File: config.mk
export PLATFORM = sky130hd
export DESIGN_NAME = uart_byte_tx
export DESIGN_NICKNAME = d
export VERILOG_FILES = /design/src/rtl/uart_byte_tx.sv
export SDC_FILE = /design/constraint.sdc
export NUM_CORES = 1
export LEC_CHECK = 0
export ABC_CLOCK_PERIOD_IN_PS = 2600
export CORE_UTILIZATION = 30
export DETAILED_ROUTE_END_ITERATION = 10
export GPL_ROUTABILITY_DRIVEN = 0
export GPL_TIMING_DRIVEN = 0
export PLACE_DENSITY = 0.46
export SYNTH_ARGS = -nofsm -noshare
export SYNTH_HDL_FRONTEND = slang
export SYNTH_SLANG_ARGS = --single-unit
File: constraint.sdc
create_clock -name iCE_CLK -period 2.6 [get_ports iCE_CLK]
set_input_delay 0.52 -clock iCE_CLK [delete_from_list [all_inputs] [get_ports iCE_CLK]]
set_output_delay 0.52 -clock iCE_CLK [all_outputs]
set_load 0.1 [all_outputs]
File: src/rtl/uart_byte_tx.sv
// uart_byte_tx: 8-bit UART transmitter (start, LSB-first data, STOP_BITS stop bits).
// Define UART_TX_PARITY_EN to insert an even-parity bit between data and stop.
module uart_byte_tx #(
    parameter int CLKS_PER_BIT = 104,
    parameter int STOP_BITS    = 1
) (
    input  logic       iCE_CLK,
    input  logic       iCE_RST_N,
    input  logic [7:0] tx_byte,
    input  logic       tx_valid,
    output logic       tx_ready,
    output logic       TX,
    output logic       tx_busy,
    output logic       tx_done
);

    // 17 bits covers the longest stop period (2 * 65535 cycles).
    localparam int                CNT_W     = 17;
    localparam logic [CNT_W-1:0] BIT_LAST  = CNT_W'(CLKS_PER_BIT - 1);
    localparam logic [CNT_W-1:0] STOP_LAST = CNT_W'(STOP_BITS * CLKS_PER_BIT - 1);

    typedef enum logic [2:0] {
        IDLE,
        START,
        DATA,
`ifdef UART_TX_PARITY_EN
        PARITY,
`endif
        STOP
    } state_t;

    state_t           r_state;
    logic [CNT_W-1:0] r_cnt;
    logic [2:0]       r_idx;
    logic [7:0]       r_shift;
    logic             r_tx;
    logic             r_armed;
`ifdef UART_TX_PARITY_EN
    logic             r_parity;
    logic             w_parity_nxt;
`endif

    state_t           w_state_nxt;
    logic [CNT_W-1:0] w_cnt_nxt;
    logic [CNT_W-1:0] w_cnt_dec;
    logic [2:0]       w_idx_nxt;
    logic [7:0]       w_shift_nxt;
    logic             w_tx_nxt;
    logic             w_bit_end;

    // r_armed holds tx_ready low through reset and releases it on the first edge after.
    assign tx_ready  = r_armed && (r_state == IDLE);
    assign tx_busy   = ~tx_ready;
    assign tx_done   = (r_state == STOP) && w_bit_end;
    assign TX        = r_tx;
    assign w_bit_end = (r_cnt == '0);
    assign w_cnt_dec = r_cnt - CNT_W'(1);

    // NOTE: the async reset covers every register here, including the shift register, so
    // the line is forced idle-high the instant reset asserts, not at the next edge.
    always_ff @(posedge iCE_CLK or negedge iCE_RST_N) begin
        if (!iCE_RST_N) begin
            r_state  <= IDLE;
            r_cnt    <= '0;
            r_idx    <= '0;
            r_shift  <= '0;
            r_tx     <= 1'b1;
            r_armed  <= 1'b0;
`ifdef UART_TX_PARITY_EN
            r_parity <= 1'b0;
`endif
        end else begin
            r_state  <= w_state_nxt;
            r_cnt    <= w_cnt_nxt;
            r_idx    <= w_idx_nxt;
            r_shift  <= w_shift_nxt;
            r_tx     <= w_tx_nxt;
            r_armed  <= 1'b1;
`ifdef UART_TX_PARITY_EN
            r_parity <= w_parity_nxt;
`endif
        end
    end

    always_comb begin
        // NOTE: every next value defaults to its current value so no branch infers a latch.
        w_state_nxt  = r_state;
        w_cnt_nxt    = r_cnt;
        w_idx_nxt    = r_idx;
        w_shift_nxt  = r_shift;
        w_tx_nxt     = r_tx;
`ifdef UART_TX_PARITY_EN
        w_parity_nxt = r_parity;
`endif
        unique case (r_state)
            IDLE: begin
                w_tx_nxt = 1'b1;
                if (tx_valid && tx_ready) begin
                    w_state_nxt  = START;
                    w_shift_nxt  = tx_byte;
                    w_idx_nxt    = '0;
                    w_cnt_nxt    = BIT_LAST;
                    w_tx_nxt     = 1'b0;
`ifdef UART_TX_PARITY_EN
                    w_parity_nxt = ^tx_byte;
`endif
                end
            end
            START: begin
                if (w_bit_end) begin
                    w_state_nxt = DATA;
                    w_cnt_nxt   = BIT_LAST;
                    w_tx_nxt    = r_shift[0];
                end else begin
                    w_cnt_nxt = w_cnt_dec;
                end
            end
            DATA: begin
                if (!w_bit_end) begin
                    w_cnt_nxt = w_cnt_dec;
                end else if (r_idx == 3'd7) begin
`ifdef UART_TX_PARITY_EN
                    w_state_nxt = PARITY;
                    w_cnt_nxt   = BIT_LAST;
                    w_tx_nxt    = r_parity;
`else
                    w_state_nxt = STOP;
                    w_cnt_nxt   = STOP_LAST;
                    w_tx_nxt    = 1'b1;
`endif
                end else begin
                    // r_shift[0] is the bit on the line; r_shift[1] goes out next.
                    w_idx_nxt   = r_idx + 3'd1;
                    w_shift_nxt = {1'b0, r_shift[7:1]};
                    w_tx_nxt    = r_shift[1];
                    w_cnt_nxt   = BIT_LAST;
                end
            end
`ifdef UART_TX_PARITY_EN
            PARITY: begin
                if (w_bit_end) begin
                    w_state_nxt = STOP;
                    w_cnt_nxt   = STOP_LAST;
                    w_tx_nxt    = 1'b1;
                end else begin
                    w_cnt_nxt = w_cnt_dec;
                end
            end
`endif
            STOP: begin
                w_tx_nxt = 1'b1;
                if (w_bit_end) begin
                    w_state_nxt = IDLE;
                end else begin
                    w_cnt_nxt = w_cnt_dec;
                end
            end
            default: begin
                w_state_nxt = IDLE;
                w_tx_nxt    = 1'b1;
            end
        endcase
    end

endmodule

==> flow_summary.toml <==
[yosys]
yosys_warnings = 0
syn_nets = 234
synth_area_leaders = "dfrtp_1 (40%), ha_1 (5.2%), a21oi_1 (4.9%), o22ai_1 (4.5%), nor3_1 (3.6%)"
ys_seq_area_frac = 0.4130
yosys.area.top_type_share = 0.3995
ys_types = 47
synth_seq_cells = 32
synthArstFlopShare = 1.000
yosysMostFrequentCell = "dfrtp_1"
yosysTopAreaCell = "dfrtp_1"
synth_edf_count = 0
ys_top_cells_by_count = "dfrtp_1 (31), a21oi_1 (19), nand2_1 (18)"
synthFlopType = "dfrtp_1"
syn_inst = 215
synth_area_mm2 = 0.001942
avgSynthCellArea_um2 = 9.032

[clocking]
ctsRootBufferMaster = "clkbuf_8"
clk_latency_ns = 0.29
cts-buffers-inserted = 5
clk_path_buf_depth = 2
cts.sinks = 32
clkSlewWorstSetupHoldPaths_ns = 0.07
htree_levels = 2
cts_tree = "done"

[cells_and_area]
multi_input_area_mm2 = 0.001059
seq_area_um2 = 802.0
antenna_cells = 0
nets = 258
nFillCells = 647
final_layout_size_suffix_gt1_frac = 0.1667
area_growth_pct = 19.91

[worst_setup_path]
path_class = "reg -> out"
worstPathArrival_ns = 1.96
cp_slowest_stage_delay_ns = 0.43
rr_startpoint = "r_cnt[1]"
worst_setup_path_start_kind = "register"
critPathLaunch = "r_cnt[10]"
critPathRequiredTime_ns = 2.08
crit_path_max_fanout = 6
slowest_stage = "or3_4"
end_kind = "output port"
cp_cell_sequence = "or3_4, and4b_1, buf_2, and3_1, buf_8"

[floorplanning]
die_w_um = 82.46
pin_count = 15
dieArea_mm2 = 0.006799
initial_core_util = 0.3186
dieHeight_um = 82.46
core.rowCount = 28
fp.coreArea_mm2 = 0.006096

[timing]
fmax_mhz = 403.0
worst_slack_ns = 0.1186
clock-skew-final_ns = 0.01096
fin_crit_sh = 0.9544
hold_slack_ns = 0.2950
finalMaxSlewViolations = 0
period_needed_ns = 2.481
tightestPinTransition_ns = 0.9752
finalSetupViolCount = 0
rsz0062_at_grt = "no"
slew_headroom = 0.3478
hold_viol = 0

[placement]
place_hpwl_um = 3447
pre_cts_ws_ns = -0.5799
port_buffers = 14

[worst_hold_path]
hold_class = "in -> async"

[drt]
antenna_left = 0
wl_met2_um = 2141
met3_length_um = 141
wirelength_um = 4933
highest_layer = "met4"
drc = 0
initialDrtViolationCount = 86
wl_per_cell_um = 15.66
wl_met1_um = 2601
drt-pass1-iter-count = 4
vias_per_cell = 5.451
vias = 1717

[power]
p_leak_nw = 0.9875
irDropWorstVdd_mv = 0.3076
powerDensity_mw_per_mm2 = 438.4
power_mw = 1.021

[job]
maxCapViolations = 0

[global_route]
grt_pass1_vias = 1605
grtUsageTotal = 0.1606
antenna_found_initial = 0
grt_max_degree = 33
grt_overflow = 0
grt_pass1_wl_um = 8093

[outcome]
outcome = "complete, no violations"
[repair_timing]
action / CTS / global route
buffers inserted: 0 / 3
endpoints found under the hold margin: 0 / 0
resized for setup: 16 / 6
hold buffers: 0 / 0
setup endpoints to repair: 3 / 9
[critical path, delay by kind of cell, from the launching register on]
family / cells / cell delay [ns]
AND/OR/NAND/NOR: 3 / 0.88
buffers and inverters: 2 / 0.38
flip-flops: 1 / 0.42
[kinds of logic after synthesis]
kind of cell,synth area share
xor gates and xnor gates,0.009022
buffers and inverters,0.05026
muxes,0.01675
adders and majority gates,0.05155
DFF,0.4130
AOI/OAI and AO/OA,0.2294
other,0.001931
and+or+nand+nor,0.2281
[metal layers]
metal / track usage / vias up
li1: - / 842
met1: 0.2235 / 846
met2: 0.2455 / 24
met3: 0.03077 / 5
met4: 0.05789 / 0
met5: 0 / -
[flip-flops by register name, indices dropped and copies added (netlist names)]
name     count
TX           1
r_armed      1
r_cnt       17
r_idx        3
r_shift      8
r_state      2
[through the flow]
step	cells	TNS, ns	area [µm²]	utilization
after floorplan	215	0	1948	-
after global placement	304	-1.083	2182	0.3580
after detailed placement	304	-1.158	2177	0.3571
after CTS	312	0	2292	0.3760
after global routing	315	0	2328	0.3820
final	315	0	2328	0.3820
[cell type report]
| class | count | area share |
|---|---|---|
| multi-input cells | 161 | 0.4546 |
| flip-flops and latches | 32 | 0.3444 |
| repair buffers | 17 | 0.06824 |
| well taps | 75 | 0.04030 |
| clock buffers | 5 | 0.02955 |
| plain buffers | 13 | 0.02848 |
| clock inverters | 3 | 0.01827 |
| inverters | 9 | 0.01612 |
[path summary, 6_finish.rpt]
check / end / slack [ns] / cells after the start
worst min-delay path: r_shift[4] / 0.30 / 1
worst max register to register: r_cnt[7] / 0.28 / 9
min in group iCE_CLK: TX / 0.51 / 1
worst max-delay path: tx_done / 0.12 / 5
worst min register to register: TX / 0.51 / 1
max in group asynchronous: r_cnt[10] / 1.80 / 1
[cells in the final DEF (no fill, tap or decap), types with 2 or more instances in the layout]
master,Yosys,final
a21o_1,5,5
a21oi_1,19,19
a22o_1,3,3
a31oi_1,4,4
buf_2,6,8
buf_4,0,3
clkbuf_1,6,4
clkbuf_2,0,2
clkbuf_8,0,5
clkdlybuf4s50_1,0,10
clkinvlp_4,0,2
dfrtp_1,31,31
ha_1,8,8
inv_1,9,7
mux2_2,2,2
nand2_1,18,17
nand3_1,4,4
nand4_2,2,2
nor2_1,17,17
nor3_1,14,14
nor4_1,6,6
o211ai_1,3,3
o21ai_0,8,8
o22a_1,3,3
o22ai_1,14,14
or2_2,2,2
or3_1,5,4
or4_1,2,2
[where the power goes]
| part | switching, mW | internal, mW |
|---|---|---|
| Sequential | 0.00531 | 0.504 |
| Combinational | 0.0161 | 0.0199 |
| Clock | 0.192 | 0.283 |
Power figures use the tool's default switching activity.
